**config.mk**
```make
export PLATFORM = sky130hd
export DESIGN_NAME = regfile_scoreboard
export DESIGN_NICKNAME = d
export VERILOG_FILES = /design/src/rtl/regfile_pkg.sv /design/src/rtl/pend_counter.sv /design/src/rtl/regfile_scoreboard.sv
export SDC_FILE = /design/constraint.sdc
export NUM_CORES = 2
export LEC_CHECK = 0
export BUFFER_PORTS_ARGS = -buffer_cell sky130_fd_sc_hd__buf_2
export CAP_MARGIN = 15
export CORE_UTILIZATION = 58
export DETAILED_ROUTE_END_ITERATION = 10
export GPL_ROUTABILITY_DRIVEN = 1
export GPL_TIMING_DRIVEN = 0
export HOLD_SLACK_MARGIN = 0.08
export PLACE_DENSITY = 0.78
export SLEW_MARGIN = 20
export SYNTH_ARGS = -nofsm -noshare
export SYNTH_HDL_FRONTEND = slang
export SYNTH_HIERARCHICAL = 1
export SYNTH_SLANG_ARGS = --single-unit
```
**constraint.sdc**
```tcl
create_clock -name CLK -period 2.7 [get_ports CLK]
set_input_delay 0.27 -clock CLK [delete_from_list [all_inputs] [get_ports CLK]]
set_output_delay 0.27 -clock CLK [all_outputs]
set_load 0.02 [all_outputs]
```
**src/rtl/regfile_pkg.sv**
```systemverilog
// Shared sizing constants and helpers for the register file / scoreboard slice.
// Latency: n/a (package only).
// Backpressure: n/a (package only).
package regfile_pkg;

   localparam int DEF_XLEN  = 32;
   localparam int DEF_NREG  = 32;
   localparam int DEF_CNT_W = 2;
   localparam int ZERO_REG  = 0;

   // Address width for a register file of nreg entries (at least one bit).
   function automatic int addr_w(input int nreg);
      return (nreg > 1) ? $clog2(nreg) : 1;
   endfunction

endpackage

```
**src/rtl/pend_counter.sv**
```systemverilog
// Per-register pending-write counter: issue increments, writeback decrements, flush clears.
// Latency: count updates on the rising edge after inc/dec/clr; sat/zero flags are combinational.
// Backpressure: none internally; caller must gate inc with sat and dec with zero.
module pend_counter
   import regfile_pkg::*;
#(
   parameter int CNT_W = DEF_CNT_W
) (
   input  logic             CLK,
   input  logic             rst,
   input  logic             inc,
   input  logic             dec,
   input  logic             clr,
   output logic [CNT_W-1:0] cnt,
   output logic             sat,
   output logic             zero
);

   // Count state: clear wins, simultaneous inc/dec cancel out.
   always_ff @(posedge CLK or negedge rst) begin
      if (!rst) begin
         cnt <= '0;
      end else if (clr) begin
         cnt <= '0;
      end else if (inc && !dec) begin
         cnt <= cnt + CNT_W'(1);
      end else if (dec && !inc) begin
         cnt <= cnt - CNT_W'(1);
      end
   end

   // Status flags used for issue stall and underflow gating.
   always_comb begin
      sat  = &cnt;
      zero = ~|cnt;
   end

endmodule

```
**src/rtl/regfile_scoreboard.sv**
```systemverilog
// Integer register file with 2 combinational read ports, 1 write port and per-register pending-write scoreboard.
// Latency: writes and counter updates take effect at the next rising edge; optional same-cycle bypass on reads/busy.
// Backpressure: iss_stall rejects an issue whose destination counter is saturated; writeback is never stalled.
module regfile_scoreboard
   import regfile_pkg::*;
#(
   parameter  int XLEN    = DEF_XLEN,
   parameter  int NREG    = DEF_NREG,
   parameter  bit ZERO_R0 = 1'b1,
   parameter  bit BYPASS  = 1'b1,
   parameter  int CNT_W   = DEF_CNT_W,
   localparam int AW      = addr_w(NREG)
) (
   input  logic            CLK,
   input  logic            rst,
   input  logic [AW-1:0]   ra1,
   input  logic [AW-1:0]   ra2,
   output logic [XLEN-1:0] rd1,
   output logic [XLEN-1:0] rd2,
   output logic            busy1,
   output logic            busy2,
   input  logic            iss_valid,
   input  logic [AW-1:0]   iss_rd,
   output logic            iss_stall,
   input  logic            we,
   input  logic [AW-1:0]   waddr,
   input  logic [XLEN-1:0] wdata,
   input  logic            flush,
   output logic            err_uflow
);

   logic [XLEN-1:0]  mem [NREG];
   logic [CNT_W-1:0] cnt [NREG];
   logic [NREG-1:0]  inc;
   logic [NREG-1:0]  dec;
   logic [NREG-1:0]  sat;
   logic [NREG-1:0]  zero;
   logic             wr_en;
   logic             iss_ok;
   logic             iss_dec;
   logic             rel1;
   logic             rel2;

   // Writability of the target registers and issue stall; a same-cycle release on
   // a saturated destination frees a slot, so the issue is accepted.
   always_comb begin
      wr_en     = we && !(ZERO_R0 && (waddr == AW'(ZERO_REG)));
      iss_ok    = iss_valid && !(ZERO_R0 && (iss_rd == AW'(ZERO_REG)));
      iss_dec   = we && (waddr == iss_rd) && !zero[iss_rd];
      iss_stall = iss_ok && sat[iss_rd] && !iss_dec;
   end

   // Per-register increment/decrement strobes; decrement is gated at zero so counters never wrap.
   always_comb begin
      inc = '0;
      dec = '0;
      for (int r = 0; r < NREG; r++) begin
         inc[r] = iss_ok && !iss_stall && (iss_rd == AW'(r));
         dec[r] = we && (waddr == AW'(r)) && !zero[r];
      end
   end

   for (genvar g = 0; g < NREG; g++) begin : g_cnt
      pend_counter #(
         .CNT_W (CNT_W)
      ) u_cnt (
         .CLK  (CLK),
         .rst  (rst),
         .inc  (inc[g]),
         .dec  (dec[g]),
         .clr  (flush),
         .cnt  (cnt[g]),
         .sat  (sat[g]),
         .zero (zero[g])
      );
   end

   // Architectural data array; writes still commit during a flush.
   always_ff @(posedge CLK or negedge rst) begin
      if (!rst) begin
         for (int r = 0; r < NREG; r++) begin
            mem[r] <= '0;
         end
      end else if (wr_en) begin
         mem[waddr] <= wdata;
      end
   end

   // Sticky flag for a writeback that had no matching reservation.
   always_ff @(posedge CLK or negedge rst) begin
      if (!rst) begin
         err_uflow <= 1'b0;
      end else if (wr_en && zero[waddr] && !flush) begin
         err_uflow <= 1'b1;
      end
   end

   // Read ports with optional writeback forwarding and early release of busy.
   always_comb begin
      rel1 = BYPASS && (cnt[ra1] == CNT_W'(1)) && dec[ra1] && !inc[ra1];
      rel2 = BYPASS && (cnt[ra2] == CNT_W'(1)) && dec[ra2] && !inc[ra2];

      if (ZERO_R0 && (ra1 == AW'(ZERO_REG))) begin
         rd1   = '0;
         busy1 = 1'b0;
      end else begin
         rd1   = (BYPASS && wr_en && (waddr == ra1)) ? wdata : mem[ra1];
         busy1 = !zero[ra1] && !rel1;
      end

      if (ZERO_R0 && (ra2 == AW'(ZERO_REG))) begin
         rd2   = '0;
         busy2 = 1'b0;
      end else begin
         rd2   = (BYPASS && wr_en && (waddr == ra2)) ? wdata : mem[ra2];
         busy2 = !zero[ra2] && !rel2;
      end
   end

endmodule
```
==> impl_metrics.ini <==
[timing]
min_period_over_period_pct = 132.7
rsz0062_at_grt = true
holdWs_ns = 0.3265
slew_headroom_pct = 14.37
final-setup-viol-count = 129
fin_ws_ns = -0.8842
final_hold_viol_count = 0
fin_skew_ns = 0.009520
max_freq_mhz = 279.0
min_period_ns = 3.584
maxSlewViolCount = 0
worst_pin_slew_ns = 1.285

[clock_network]
clockRootBuffer = clkbuf_16
cts_tree = built
numCtsBuffers = 115
clk_pin_slew_worst_paths_ns = 0.06
cts.path.max_buffers = 3
clock-sinks = 1089
htreeDepth = 3
clk_latency_ns = 0.74

[grt]
grt_pass1_wl_mm = 308.8
grt_usage_pct = 39.99
grt_pass1_vias = 45230
grt_max_degree = 139
antenna_found_initial = 2
grt-ovfl-total = 0

[logic_synthesis]
netlist.area_leader.share_pct = 43.97
syn_area_sq_um = 61980
ys_seq_area_share_pct = 43.97
yosys.area.top_type = dfrtp_1
ys_top_cells_by_area = dfrtp_1 (44%), mux4_2 (25%), mux2_2 (18%)
synth_edf_count = 0
yosysWarningCount = 6
ys.flop_type = dfrtp_1
ys_seq_elements = 1089
synthCells = 4172
async_flop_share_pct = 100.0
avgSynthCellArea_sq_um = 14.86
synth.distinct_cells = 81

[placed_design]
globalplace.congestion = 0.9915
portBuffers = 114
dpl.hpwl_mm = 141.6

[finish]
final_nets = 4606
drive_above_1_share_pct = 59.56
regArea_sq_um = 27290
area_growth_pct = 17.23
multi_input_area_sq_um = 34690
postLayoutCoreUtil_pct = 68.83
nFillCells = 6775

[detailed_routing]
drtIter0Drc = 5941
vias_per_cell = 7.472
route.detailed.drc = 10
postRouteAntennaNets = 0
avgRoutedWirePerCell_um = 35.83
dr.pass1.iters = 10
drt_wl_total_mm = 216.1
routed-via-count = 45070

[critical_path]
rrSetupSlack_ns = -0.46
critPathMaxFanout = 7
worstPathArrival_ns = 3.31
reg2reg_depth = 15
crit_path_start_kind = flip-flop
end_kind = output port
crit_required_ns = 2.43
criticalPathCategory = reg2out

[power_and_ir_drop]
p_total_uw = 50080
power.leakage_uw = 0.03037
power_density_nw_per_um2 = 689.2
vdd_drop_max_uv = 539.6

[floorplanning]
rows = 119
initial_core_util_pct = 58.71
fp.dieH_um = 328.9
dieArea_sq_um = 108200
fp.dieW_um = 328.9
io-pin-count = 125
coreArea_sq_um = 105600

[status]
violations = design-rule violations, negative setup slack
status = finished, violations left

[flow_run]
cap_violations = 0

[hold_path]
min_path_cells = 6
min_path_type = in2reg
[worst max-delay path, stage by stage, from the launching register on]
cell,delay (ns)
dfrtp_2,0.41
nor2_1,0.13
nor4_1,0.58
a211oi_1,0.16
or4_4,0.58
a221oi_4,0.35
a31oi_2,0.17
buf_4,0.18
[stage by stage]
stage	area (sq um)	setup WS, ns	instances	TNS, ns
2_1_floorplan	61990	0.06161	4174	0
3_3_place_gp	64300	-22.36	5679	-
3_5_place_dp	64600	-1.973	5689	-346.05
4_1_cts	71060	-0.8349	5981	-21.77
5_1_grt	72650	-0.8567	6027	-42.71
6_report	72660	-0.8842	6032	-36.73
[registers in the layout, summed over array words and instances, names as in the netlist]
register	flops
err_uflow	1
g_cnt.u_cnt/cnt	64
mem	1024
[where the power goes]
part | total [uW] | leakage [uW] | internal, uW | switching, uW
Clock | 16500 | 0.00189 | 9360 | 7090
Combinational | 12100 | 0.0145 | 7000 | 5120
Sequential | 21500 | 0.0140 | 19200 | 2250
Total | 50100 | 0.0304 | 35600 | 14500
[cells in the mapped netlist, types with 3 or more instances]
cell type	count
a211oi_1	68
mux2_2	995
buf_4	3
o211ai_1	4
nand4_1	13
nand3_1	19
nand2b_1	15
and3b_2	32
or4_1	4
mux4_2	677
a22oi_1	8
dfrtp_1	1089
a21oi_1	11
or3b_2	6
mux2i_1	86
o21ai_1	32
buf_2	112
and2_1	7
o41ai_1	4
o22ai_1	5
nand2_1	36
a311oi_1	3
o31ai_1	5
buf_1	83
nor3b_1	46
and3_1	3
nand2_2	4
nor3_1	91
nor3b_2	32
xor2_1	44
and2_2	64
or2_2	3
o21ai_0	7
nor4_1	16
xnor2_1	8
inv_1	15
nand4bb_1	3
clkbuf_1	243
nor2_1	201
nor2b_1	12
a31oi_1	6
nand3b_1	6
nand4b_1	3
[cell usage in the layout (no fill, tap or decap), drive strengths merged, types with 35 or more instances in the layout]
master       count
buf            426
mux2i           86
nor2           203
nor3b           78
xor2            44
dlygate4sd3     35
mux2           995
clkbuf         392
mux4           677
o21ai           39
and2            71
a211oi          68
nor3            92
dfrtp         1089
nand2           41
[cells by family (layout without fill, tap and decap cells)]
kind of cell              count (synthesis)  count (layout)  synth area share (%)
buffers and inverters                   459             920                 3.038
and+or+nand+nor                         633             634                 6.143
other                                     1               8              0.006050
DFF                                    1089            1089                 43.97
xor gates and xnor gates                 52              52                0.7348
muxes                                  1758            1758                 44.07
AOI/OAI and AO/OA                       180             180                 2.043
[cell type report]
class	count	share of cell area (%)
Inverter	16	0.08266
Timing Repair Buffer	259	3.243
Multi-Input combinational cell	2627	47.74
Clock buffer	154	4.522
Buffer	441	3.690
Sequential cell	1089	37.56
Tap cell	1391	2.395
Clock inverter	50	0.7508
Antenna cell	5	0.01722
[layer usage]
layer | up-vias | GRT usage (%) | part of all wire [%]
met3 | 947 | 15.32 | 13
met4 | 8 | 24.66 | 7.2
met1 | 23670 | 51.34 | 35
met2 | 3516 | 57.46 | 44
li1 | 16930 | - | -
met5 | - | 0.7542 | 0.13
[worst paths after layout]
path	startpoint	endpoint
worst min register to register	mem[1016]	mem[1016]
worst max-delay path	g_cnt[7].u_cnt/cnt[0]	busy2
max in group asynchronous	rst	mem[366]
worst min-delay path	we	g_cnt[7].u_cnt/cnt[0]
worst max register to register	g_cnt[22].u_cnt/cnt[0]	g_cnt[31].u_cnt/cnt[1]
min in group asynchronous	rst	mem[252]
[what timing repair did]
item / 4_1_cts / 5_1_grt
setup endpoints to repair: 129 / 528
endpoints found under the hold margin: 221 / 0
hold buffers: 36 / 0
pin swaps: 62 / 75
resized for setup: 572 / 304
cloned: 1 / 5
buffers inserted: 52 / 43
No activity file was read; power rests on OpenSTA's default activity.
